### src/rtl/pc_seq_ctrl_if.sv
// Fetch request/ready handshake between the next-PC sequencer (master)
// and the instruction fetch unit (slave).
interface pc_seq_ctrl_if #(
  parameter int XLEN = 64
);
  logic            fetch_req;
  logic [XLEN-1:0] fetch_pc;
  logic            fetch_ready;

  modport master (output fetch_req, output fetch_pc, input fetch_ready);
  modport slave  (input fetch_req, input fetch_pc, output fetch_ready);
endinterface

### src/rtl/pc_seq_ctrl.sv
// Next-PC sequencer: owns the fetch PC, drives the IFU handshake, merges
// branch/jump and trap redirects, handles ebreak halt and raises flush.
// Optional performance counters are enabled with `define PC_SEQ_CTRL_PERF_EN.
module pc_seq_ctrl #(
  parameter int              XLEN     = 64,
  parameter logic [XLEN-1:0] RESET_PC = XLEN'(64'h8000_0000)
) (
  input  logic               clk,
  input  logic               rst,
  input  logic               stall,
  pc_seq_ctrl_if.master      fetch_if,
  input  logic               br_valid,
  input  logic               pc_src1,
  input  logic               pc_src2,
  input  logic [XLEN-1:0]    br_pc,
  input  logic [XLEN-1:0]    x_rs1,
  input  logic [XLEN-1:0]    imm,
  input  logic               trap_valid,
  input  logic [XLEN-1:0]    trap_pc,
  input  logic               halt,
  output logic               flush,
  output logic               halted,
  output logic [31:0]        redirect_cnt,
  output logic [31:0]        stall_cnt
);

  typedef enum logic [1:0] {ST_BOOT, ST_RUN, ST_PEND, ST_HALT} state_t;

  state_t          state_reg, state_next;
  logic            fetch_req_reg, fetch_req_next;
  logic [XLEN-1:0] fetch_pc_reg, fetch_pc_next;
  logic [XLEN-1:0] pend_pc_reg, pend_pc_next;

  logic            accept;
  logic            br_redir;
  logic            redir;
  logic [XLEN-1:0] tgt_sum;
  logic [XLEN-1:0] br_tgt;
  logic [XLEN-1:0] target;

  // Redirect target and arbitration; a halted core ignores every redirect.
  always_comb begin
    tgt_sum  = (pc_src1 ? x_rs1 : br_pc) + (pc_src2 ? imm : XLEN'(4));
    br_tgt   = {tgt_sum[XLEN-1:1], tgt_sum[0] & ~pc_src1};
    target   = trap_valid ? trap_pc : br_tgt;
    br_redir = br_valid & pc_src2;
    redir    = (state_reg != ST_HALT) & (trap_valid | br_redir);
    accept   = fetch_req_reg & fetch_if.fetch_ready;
    flush    = redir | ((state_reg == ST_PEND) & accept);
  end

  // Next-state and next-PC decisions.
  always_comb begin
    state_next     = state_reg;
    fetch_req_next = fetch_req_reg;
    fetch_pc_next  = fetch_pc_reg;
    pend_pc_next   = pend_pc_reg;
    unique case (state_reg)
      ST_BOOT: begin
        fetch_req_next = 1'b1;
        state_next     = ST_RUN;
      end
      ST_RUN: begin
        if (redir && fetch_req_reg && !fetch_if.fetch_ready) begin
          // Outstanding request must hold; park the target until accepted.
          pend_pc_next = target;
          state_next   = ST_PEND;
        end else if (redir) begin
          fetch_pc_next  = target;
          fetch_req_next = 1'b1;
        end else if (halt && (!fetch_req_reg || fetch_if.fetch_ready)) begin
          fetch_req_next = 1'b0;
          state_next     = ST_HALT;
        end else if (accept) begin
          fetch_pc_next  = fetch_pc_reg + XLEN'(4);
          fetch_req_next = !stall;
        end else if (!fetch_req_reg) begin
          fetch_req_next = !stall;
        end
      end
      ST_PEND: begin
        if (redir) begin
          pend_pc_next = target;
        end
        if (accept) begin
          // A redirect arriving on the accept cycle is newer than pend_pc.
          fetch_pc_next  = redir ? target : pend_pc_reg;
          fetch_req_next = 1'b1;
          state_next     = ST_RUN;
        end
      end
      ST_HALT: begin
        fetch_req_next = 1'b0;
      end
      default: begin
        state_next = ST_BOOT;
      end
    endcase
  end

  // State and fetch registers.
  always_ff @(posedge clk) begin
    if (rst) begin
      state_reg     <= ST_BOOT;
      fetch_req_reg <= 1'b0;
      fetch_pc_reg  <= RESET_PC;
      pend_pc_reg   <= RESET_PC;
    end else begin
      state_reg     <= state_next;
      fetch_req_reg <= fetch_req_next;
      fetch_pc_reg  <= fetch_pc_next;
      pend_pc_reg   <= pend_pc_next;
    end
  end

  assign fetch_if.fetch_req = fetch_req_reg;
  assign fetch_if.fetch_pc  = fetch_pc_reg;
  assign halted             = (state_reg == ST_HALT);

`ifdef PC_SEQ_CTRL_PERF_EN
  logic [31:0] redirect_cnt_reg;
  logic [31:0] stall_cnt_reg;

  // Redirect and stalled-cycle counters, free-running with natural wrap.
  always_ff @(posedge clk) begin
    if (rst) begin
      redirect_cnt_reg <= 32'd0;
      stall_cnt_reg    <= 32'd0;
    end else begin
      if (redir) begin
        redirect_cnt_reg <= redirect_cnt_reg + 32'd1;
      end
      if ((state_reg == ST_RUN) && stall && !redir) begin
        stall_cnt_reg <= stall_cnt_reg + 32'd1;
      end
    end
  end

  assign redirect_cnt = redirect_cnt_reg;
  assign stall_cnt    = stall_cnt_reg;
`else
  assign redirect_cnt = 32'd0;
  assign stall_cnt    = 32'd0;
`endif

endmodule

### src/flat_wrapper.sv
// flat-port wrapper written by rule: the top's interface ports become plain ports
module pc_seq_ctrl_flat 
#(
  parameter int              XLEN     = 64,
  parameter logic [XLEN-1:0] RESET_PC = XLEN'(64'h8000_0000)
)
  (clk, rst, stall, br_valid, pc_src1, pc_src2, br_pc, x_rs1, imm, trap_valid, trap_pc, halt, flush, halted, redirect_cnt, stall_cnt, fetch_if_fetch_req, fetch_if_fetch_pc, fetch_if_fetch_ready);
  pc_seq_ctrl_if #(.XLEN(XLEN)) fetch_if_i ();
  input  logic clk;
  input  logic rst;
  input  logic stall;
  input  logic br_valid;
  input  logic pc_src1;
  input  logic pc_src2;
  input  logic [XLEN-1:0] br_pc;
  input  logic [XLEN-1:0] x_rs1;
  input  logic [XLEN-1:0] imm;
  input  logic trap_valid;
  input  logic [XLEN-1:0] trap_pc;
  input  logic halt;
  output logic flush;
  output logic halted;
  output logic [31:0] redirect_cnt;
  output logic [31:0] stall_cnt;
  output wire logic [$bits(fetch_if_i.fetch_req)-1:0] fetch_if_fetch_req;
  output wire logic [$bits(fetch_if_i.fetch_pc)-1:0] fetch_if_fetch_pc;
  input wire logic [$bits(fetch_if_i.fetch_ready)-1:0] fetch_if_fetch_ready;
  assign fetch_if_fetch_req = fetch_if_i.fetch_req;
  assign fetch_if_fetch_pc = fetch_if_i.fetch_pc;
  assign fetch_if_i.fetch_ready = fetch_if_fetch_ready;
  pc_seq_ctrl #(.XLEN(XLEN), .RESET_PC(RESET_PC)) u_core (.clk(clk), .rst(rst), .stall(stall), .fetch_if(fetch_if_i), .br_valid(br_valid), .pc_src1(pc_src1), .pc_src2(pc_src2), .br_pc(br_pc), .x_rs1(x_rs1), .imm(imm), .trap_valid(trap_valid), .trap_pc(trap_pc), .halt(halt), .flush(flush), .halted(halted), .redirect_cnt(redirect_cnt), .stall_cnt(stall_cnt));
endmodule
### config.mk
export PLATFORM = sky130hd
export DESIGN_NAME = pc_seq_ctrl_flat
export DESIGN_NICKNAME = d
export VERILOG_FILES = /design/src/rtl/pc_seq_ctrl_if.sv /design/src/rtl/pc_seq_ctrl.sv /design/src/flat_wrapper.sv
export SDC_FILE = /design/constraint.sdc
export NUM_CORES = 1
export LEC_CHECK = 0
export CORE_AREA = 2 2 163 165
export CTS_CLUSTER_DIAMETER = 200
export CTS_CLUSTER_SIZE = 8
export DETAILED_ROUTE_END_ITERATION = 7
export DIE_AREA = 0 0 165 167
export PLACE_DENSITY = 0.84
export SYNTH_ARGS = -nofsm -noshare
export SYNTH_HDL_FRONTEND = slang
export SYNTH_SLANG_ARGS = --single-unit
### constraint.sdc
create_clock -name clk -period 10.8 [get_ports clk]
set_clock_uncertainty 0.05 [all_clocks]
set_input_delay 3.24 -clock clk [delete_from_list [all_inputs] [get_ports clk]]
set_output_delay 3.24 -clock clk [all_outputs]
set_load 0.01 [all_outputs]
Word-level counts from Yosys, hierarchy flattened
Cells that the tools add are included.

cells by class
  add/subtract/negate cells = 2
  equal/unequal tests = 11
  mux-type cells = 24
  bitwise operators = 8
  reduce and logical (&&, ||, !) cells = 14

operators with widths
  kind                   number
  $mux 64                10
  $pmux 64 s2            2
  $add 64x3->64 const B  1
  $add 64x64->64         1
  $mux 2                 4
  $mux 1                 6
  $ne 3x1->1 const B     2
  $pmux 2 s3             1
  $and 1x1->1            5
  $reduce_and 5->1       1
  $eq 2x2->1 const B     2
  $ne 2x1->1 const B     2
  $ne 2x2->1 const B     2
  $pmux 1 s4             1
  $reduce_and 2->1       2
  $reduce_and 4->1       1
  $logic_and 1x1->1      3
  $logic_not 1->1        3
  $ne 3x2->1 const B     1
  $ne 3x3->1 const B     1
  $reduce_bool 3->1      1
  $eq 2x1->1 const B     1
  $logic_not 2->1        1
  $or 1x1->1             2
  3 further kinds        3

word-level totals
  flip-flop bits (word level) = 131
  output and inout bits = 131
  word-level logic and storage cells = 63

Logic depth before layout (Yosys ltp)
Gate-level depths: netlist of the first run.

  word-level depth = 7
  mapped depth = 15

Worst setup path before layout of the first run
No wires, ideal clock.

  path type = in2out
  from = input port trap_valid
  to = output port flush
  arrival = 4,671 ps
  data required time = 7,510 ps
  setup slack = 2,839 ps
  cell stages on the path = 7
  cells stage by stage = clkbuf_1 a21oi_1 or2_2 clkbuf_1 clkbuf_1 clkbuf_1 o21ai_0

between the ends
  cells in the longest elaborated chain, start to end = 3

RTL lines
  element             line                RTL
  start: declaration  flat_wrapper.sv:18  input logic trap_valid;
  $or 1x1->1          pc_seq_ctrl.sv:47   redir = (state_reg != ST_HALT) & (trap_valid | br_redir);
  $and 1x1->1         pc_seq_ctrl.sv:47
  $or 1x1->1          pc_seq_ctrl.sv:49   flush = redir | ((state_reg == ST_PEND) & accept);
  end: declaration    flat_wrapper.sv:21  output logic flush;

Every way passes these cells.

Final worst setup path of the first run
  from = input port pc_src2
  to = output port flush

between the ends
  cells in the longest elaborated chain, start to end = 4

RTL lines
  element             line                RTL
  start: declaration  flat_wrapper.sv:14  input logic pc_src2;
  $and 1x1->1         pc_seq_ctrl.sv:46   br_redir = br_valid & pc_src2;
  $or 1x1->1          pc_seq_ctrl.sv:47
  $and 1x1->1         pc_seq_ctrl.sv:47
  $or 1x1->1          pc_seq_ctrl.sv:49

Every way passes these cells.

==> results of run 1 <==
[worst max-delay path by stage]
| stage | from | to | cells past startpoint |
|---|---|---|---|
| after floorplan | trap_valid | flush | 7 |
| after global placement | pc_src2 | flush | 6 |
| final | pc_src2 | flush | 6 |
| after global routing | pc_src2 | flush | 6 |
| after CTS | pc_src2 | flush | 6 |
| after detailed placement | pc_src2 | flush | 6 |
[per-stage QoR]
| stage | hold WS (ns) | worst slack [ns] | util, % | total power [mW] |
|---|---|---|---|---|
| 6_report | 0.408 | 2.05 | 65.2 | 2.88 |
| 4_1_cts | 0.406 | 2.07 | 65.2 | 2.83 |
| 3_5_place_dp | 0.397 | 2.07 | 62.7 | 2.20 |
| 2_1_floorplan | 0.382 | 2.84 | - | 1.63 |
| 3_3_place_gp | 0.389 | 2.11 | 62.7 | 2.16 |
| 5_1_grt | 0.428 | 1.87 | 65.2 | 3.03 |
[metal layers]
| layer | wire length [um] | share of wire, % |
|---|---|---|
| met1 | 19700 | 40 |
| met2 | 22300 | 46 |
| met4 | 1830 | 3.7 |
| met3 | 5090 | 10 |
| met5 | 0 | 0 |
[synth_stat cells, types with 15 or more instances]
master    instances
a211oi_1         31
a21o_1           42
a21oi_1         169
a31oi_1          21
and2_1           68
and3_1           17
buf_4            64
clkbuf_1         95
dfxtp_1         131
ha_1             67
inv_1            19
mux2_2           64
mux2i_1          28
nand2_1         202
nand3_1          43
nand4_1          31
nor2_1          168
nor3_1           45
o211ai_1         22
o21ai_0         164
o21bai_1         15
xnor2_1          39
xor2_1           67
[layout make-up]
type	instances	share of cell area, %
Antenna cell	2	0.0298
Timing Repair Buffer	344	20.2
Tap cell	335	2.50
Clock buffer	18	2.61
Multi-Input combinational cell	1539	57.4
Sequential cell	131	15.6
Inverter	20	0.447
Clock inverter	14	1.19
[worst min-delay path: cells and delay by family, from the launching register on]
family / cells / cell delay (ns)
and+or+nand+nor: 1 / 0.05
DFF: 1 / 0.31
AOI/OAI and AO/OA: 1 / 0.05
[power breakdown]
| part | internal [mW] | switching [mW] |
|---|---|---|
| Sequential | 0.631 | 0.188 |
| Clock | 0.396 | 0.232 |
| Combinational | 0.615 | 0.813 |
[cell families (layout without fill, tap and decap cells)]
logic type,count (synthesis),after routing,share of synthesized area [%]
other cells,1,66,0.0288
xor+xnor,106,106,7.13
fa+ha+maj,68,68,6.59
simple gates,634,634,23.1
buf+inv,203,396,7.81
flops,131,131,20.2
compound gates,575,575,27.5
mux,92,92,7.69
==> impl_metrics.env, run 1 <==
export IMPL_core_area_um2=25800
export IMPL_final_area_um2=16800
export IMPL_async_flop_share_pct=0
export IMPL_gp_congestion=0.982
export IMPL_setup_viol=0
export IMPL_crit_required_ns=7.51
export IMPL_layout_worst_path_cycle_share_pct=81.0
export IMPL_netlist_cell_type_count=78
export IMPL_final_nets=2386
export IMPL_die_h_um=167
export IMPL_start_kind="input port"
export IMPL_clockRootBuffer="clkbuf_16"
export IMPL_max_slew_margin_rel_pct=27.3
export IMPL_numCtsBuffers=17
export IMPL_cp_data_arrival_time_ns=5.46
export IMPL_postSynthRegisterBits=131
export IMPL_end_kind="output pin"
export IMPL_worst_path_buf_inv=3
export IMPL_residual_antenna_violating_net_count_after_detailed_routing=0
export IMPL_ff2ff_setup_slack_ns=6.31
export IMPL_crit_fanout=65
export IMPL_synthDominantAreaCellType="dfxtp_1"
export IMPL_final_period_minus_worst_setup_slack_ns=8.75
export IMPL_dp_cells=2369
export IMPL_postPlaceCellArea_um2=16200
export IMPL_tightest_slew_ns=1.09
export IMPL_tritoncts="built"
export IMPL_routed_via_density=6.12
export IMPL_die_area_um2=27600
export IMPL_pwr_density_cell_nw_per_um2=171
export IMPL_worst_hold_endpoint="u_core.pend_pc_reg[17]"
export IMPL_initial_antenna_violation_count=2
export IMPL_dr_pass1_iters=7
export IMPL_boundaryPins=396
export IMPL_largest_net_degree_at_the_start_of_global_routing=76
export IMPL_wire_length_of_the_first_global_routing_pass_mm=74.9
export IMPL_synth_to_final_area_change_pct=29.0
export IMPL_finish_cell_count_without_fillers=2403
export IMPL_cpMostUsedCell="clkdlybuf4s50_1"
export IMPL_synth_cell_area_um2=13000
export IMPL_slew_viol_final=0
export IMPL_most_common_cell_after_layout_fill_and_taps_aside="clkdlybuf4s50_1"
export IMPL_hold_buffers=0
export IMPL_cts_resized=0
export IMPL_slowest_stage="clkdlybuf4s50_1"
export IMPL_timing_rr_end="u_core.fetch_if.fetch_pc[59]"
export IMPL_number_of_enable_flip_flop_cells_after_synthesis=0
export IMPL_numClockSinks=131
export IMPL_grt_overflow=0
export IMPL_ctsHtreeMaxLevel=4
export IMPL_first_global_vias=13800
export IMPL_crit_type="in -> out"
export IMPL_synth_cells=1810
export IMPL_max_freq_ghz=0.114
export IMPL_layout_cell_share_with_drive_strength_beyond_1_pct=6.68
export IMPL_dieWidth_um=165
export IMPL_yosys_top_cell_area_share_pct=20.1
export IMPL_grt_util_met1_pct=46.3
export IMPL_worstReg2RegStart="u_core.state_reg[0]"
export IMPL_netlist_top_cells_area="dfxtp_1, a21oi_1, ha_1, o21ai_0, nand2_1"
export IMPL_drt_drc_violations_left=0
export IMPL_gr_usage_all_layers_pct=34.4
export IMPL_met3_usage_pct=6.13
export IMPL_hold_path_depth=2
export IMPL_synth_ff_type="dfxtp_1"
export IMPL_grt_setup_unrepaired="false"
export IMPL_timing_critical_path_max_delay_family="buffers and inverters"
export IMPL_yosysSeqAreaShare_pct=20.1
export IMPL_wl_mm=48.9
export IMPL_worst_hold_startpoint="u_core.pend_pc_reg[17]"
export IMPL_start_util_pct=50.5
export IMPL_cpPeakStageDelay_ns=0.56
export IMPL_cts_repair_timing_setup_buffer_count=0
export IMPL_met2_usage_pct=53.9
export IMPL_outcome="finished, final reports clean"
export IMPL_insertion_delay_ns=0.42
export IMPL_grt_busiest_layer="met2"
export IMPL_vias=14700
export IMPL_fillerInstances=2233
export IMPL_multi_input_area_um2=9640
export IMPL_crit_path_cell_trace="clkdlybuf4s50_1 -> buf_4 -> a21oi_1 -> or2_2 -> o21ai_0 -> clkdlybuf4s50_1"
export IMPL_drt_iter0_markers=1637
export IMPL_detailed_placement_wirelength_estimate_mm=37.4
export IMPL_leakagePower_nw=6.61
export IMPL_timing_hold_violations_final=0
export IMPL_max_cap_viol_count=0
export IMPL_avgSynthCellArea_um2=7.19
export IMPL_portBuffers=331
export IMPL_ir_drop_v=0.000137
export IMPL_setup_tns_final_ns=0
export IMPL_cts_path_max_buffers=2
export IMPL_synthesis_yosys_warnings=0
export IMPL_register_area_um2=2620
export IMPL_hp_class="reg -> reg"
export IMPL_routed_wire_length_per_instance_um=20.3
export IMPL_most_common_layout_cells="clkdlybuf4s50_1, nand2_1, a21oi_1, nor2_1, o21ai_0"
export IMPL_clk_pin_slew_worst_paths_ns=0.06
export IMPL_ff2ff_path_depth=13
export IMPL_number_of_rows_in_the_core_area=59
Power figures use the tool's default switching activity.
==> inputs of run 2 (changes only) <==
--- a/config.mk
+++ b/config.mk
@@ -5,12 +5,12 @@
 export SDC_FILE = /design/constraint.sdc
 export NUM_CORES = 1
 export LEC_CHECK = 0
-export CORE_AREA = 2 2 163 165
+export CORE_AREA = 2 2 166 168
 export CTS_CLUSTER_DIAMETER = 200
 export CTS_CLUSTER_SIZE = 8
 export DETAILED_ROUTE_END_ITERATION = 7
-export DIE_AREA = 0 0 165 167
-export PLACE_DENSITY = 0.84
+export DIE_AREA = 0 0 168 170
+export PLACE_DENSITY = 0.82
 export SYNTH_ARGS = -nofsm -noshare
 export SYNTH_HDL_FRONTEND = slang
 export SYNTH_SLANG_ARGS = --single-unit
==> constraint.sdc (replaced) <==
create_clock -name clk -period 8.14 [get_ports clk]
set_clock_uncertainty 0.05 [all_clocks]
set_input_delay 2.442 -clock clk [delete_from_list [all_inputs] [get_ports clk]]
set_output_delay 2.442 -clock clk [all_outputs]
set_load 0.01 [all_outputs]
==> impl_metrics.env, run 2 (synthesized netlist as in run 1, its figures left out) <==
export IMPL_outcome="finished with violations"
export IMPL_violations_in_the_final_reports="DRC"
export IMPL_start_kind="input port"
export IMPL_clk_pin_slew_worst_paths_ns=0.06
export IMPL_residual_antenna_violating_net_count_after_detailed_routing=0
export IMPL_layout_cell_share_with_drive_strength_beyond_1_pct=6.90
export IMPL_wire_length_of_the_first_global_routing_pass_mm=72.6
export IMPL_crit_fanout=5
export IMPL_drt_iter0_markers=1740
export IMPL_grt_overflow=0
export IMPL_first_global_vias=13400
export IMPL_core_area_um2=26700
export IMPL_worstReg2RegStart="u_core.state_reg[0]"
export IMPL_internal_power_mw=2.16
export IMPL_routed_wire_length_per_instance_um=19.8
export IMPL_clockRootBuffer="clkbuf_16"
export IMPL_drt_drc_violations_left=1
export IMPL_max_freq_ghz=0.144
export IMPL_start_util_pct=48.8
export IMPL_cp_data_arrival_time_ns=4.47
export IMPL_p_sw_mw=1.62
export IMPL_most_common_layout_cells="clkdlybuf4s50_1, nand2_1, a21oi_1, nor2_1, o21ai_0"
export IMPL_leakagePower_nw=6.61
export IMPL_gp_congestion=0.998
export IMPL_clock_power_share_pct=21.1
export IMPL_hold_buffers=0
export IMPL_final_nets=2392
export IMPL_routed_via_density=6.08
export IMPL_ff2ff_path_depth=14
export IMPL_cts_repair_timing_setup_buffer_count=0
export IMPL_hp_class="reg -> reg"
export IMPL_ctsHtreeMaxLevel=4
export IMPL_cts_path_max_buffers=2
export IMPL_numClockSinks=131
export IMPL_dr_pass1_iters=8
export IMPL_synth_to_final_area_change_pct=29.2
export IMPL_end_kind="output pin"
export IMPL_tritoncts="built"
export IMPL_largest_net_degree_at_the_start_of_global_routing=95
export IMPL_boundaryPins=396
export IMPL_ir_drop_v=0.000162
export IMPL_final_period_minus_worst_setup_slack_ns=6.96
export IMPL_die_area_um2=28600
export IMPL_hold_path_depth=2
export IMPL_worst_hold_startpoint="u_core.pend_pc_reg[2]"
export IMPL_timing_hold_violations_final=0
export IMPL_most_common_cell_after_layout_fill_and_taps_aside="clkdlybuf4s50_1"
export IMPL_wl_mm=47.9
export IMPL_ff2ff_setup_slack_ns=4.01
export IMPL_numCtsBuffers=17
export IMPL_max_cap_viol_count=0
export IMPL_register_area_um2=2620
export IMPL_portBuffers=331
export IMPL_tightest_slew_ns=0.995
export IMPL_grt_setup_unrepaired="false"
export IMPL_crit_required_ns=5.65
export IMPL_setup_tns_final_ns=0
export IMPL_timing_rr_end="u_core.fetch_if.fetch_pc[59]"
export IMPL_power_frac_seq_pct=28.9
export IMPL_cts_resized=0
export IMPL_power_mw=3.78
export IMPL_initial_antenna_violation_count=3
export IMPL_vias=14700
export IMPL_gr_usage_all_layers_pct=31.9
export IMPL_crit_type="in -> out"
export IMPL_die_h_um=170
export IMPL_layout_worst_path_cycle_share_pct=85.5
export IMPL_share_comb_of_total_power_pct=50.0
export IMPL_slew_viol_final=0
export IMPL_detailed_placement_wirelength_estimate_mm=37.0
export IMPL_insertion_delay_ns=0.42
export IMPL_dieWidth_um=168
export IMPL_max_slew_margin_rel_pct=33.7
export IMPL_number_of_rows_in_the_core_area=60
export IMPL_setup_viol=0
export IMPL_fillerInstances=2354
export IMPL_pwr_density_cell_nw_per_um2=225
export IMPL_switching_share_pct=42.9
export IMPL_worst_hold_endpoint="u_core.pend_pc_reg[2]"
export IMPL_multi_input_area_um2=9640
-- run 2: routing by layer --
| layer | up-vias | wire length, um | track usage (%) |
|---|---|---|---|
| met2 | 867 | 21900 | 51.7 |
| met1 | 6798 | 19900 | 43.6 |
| li1 | 6921 | - | - |
| met4 | 0 | 1490 | 10.7 |
| met3 | 100 | 4600 | 4.42 |
| met5 | - | 0 | 0 |
-- run 2: worst max path at each step --
stage / startpoint / cells after the start / slack, ns / end
2_1_floorplan: trap_valid / 7 / 1.77 / flush
3_3_place_gp: pc_src2 / 5 / 1.19 / flush
3_5_place_dp: pc_src2 / 5 / 1.20 / flush
4_1_cts: pc_src2 / 5 / 1.20 / flush
5_1_grt: pc_src2 / 5 / 1.06 / flush
6_report: pc_src2 / 5 / 1.18 / flush
-- run 2: area by class of cell --
type / instances / area share (%)
multi-input combinational: 1539 / 57.3
clock buffer: 19 / 2.69
clock inverter: 12 / 0.922
timing repair buffer: 350 / 20.5
tap: 341 / 2.54
inverter: 20 / 0.446
antenna: 3 / 0.0446
sequential: 131 / 15.6
-- run 2: power by group through the flow --
stage,logic (mW),registers [mW],clock network [mW]
2_1_floorplan,1.09,1.07,0
3_3_place_gp,1.81,1.08,0
3_5_place_dp,1.84,1.09,0
4_1_cts,1.85,1.08,0.794
5_1_grt,2.04,1.11,0.821
6_report,1.89,1.09,0.798
-- run 2: critical path, stage by stage --
cell             delay, ns
clkdlybuf4s50_1       0.41
a21oi_1               0.76
or2_2                 0.25
o21ai_0               0.08
clkdlybuf4s50_1       0.51
-- run 2: through the flow --
| stage | utilization [%] | setup slack, ns | instance area (um2) | hold slack, ns | cells |
|---|---|---|---|---|---|
| floorplan | - | 1.77 | 13300 | 0.382 | 1873 |
| global placement | 60.8 | 1.19 | 16200 | 0.391 | 2381 |
| detailed placement | 60.8 | 1.20 | 16200 | 0.399 | 2381 |
| CTS | 63.1 | 1.20 | 16800 | 0.407 | 2412 |
| global route | 63.1 | 1.06 | 16800 | 0.421 | 2415 |
| finish | 63.1 | 1.18 | 16800 | 0.409 | 2415 |
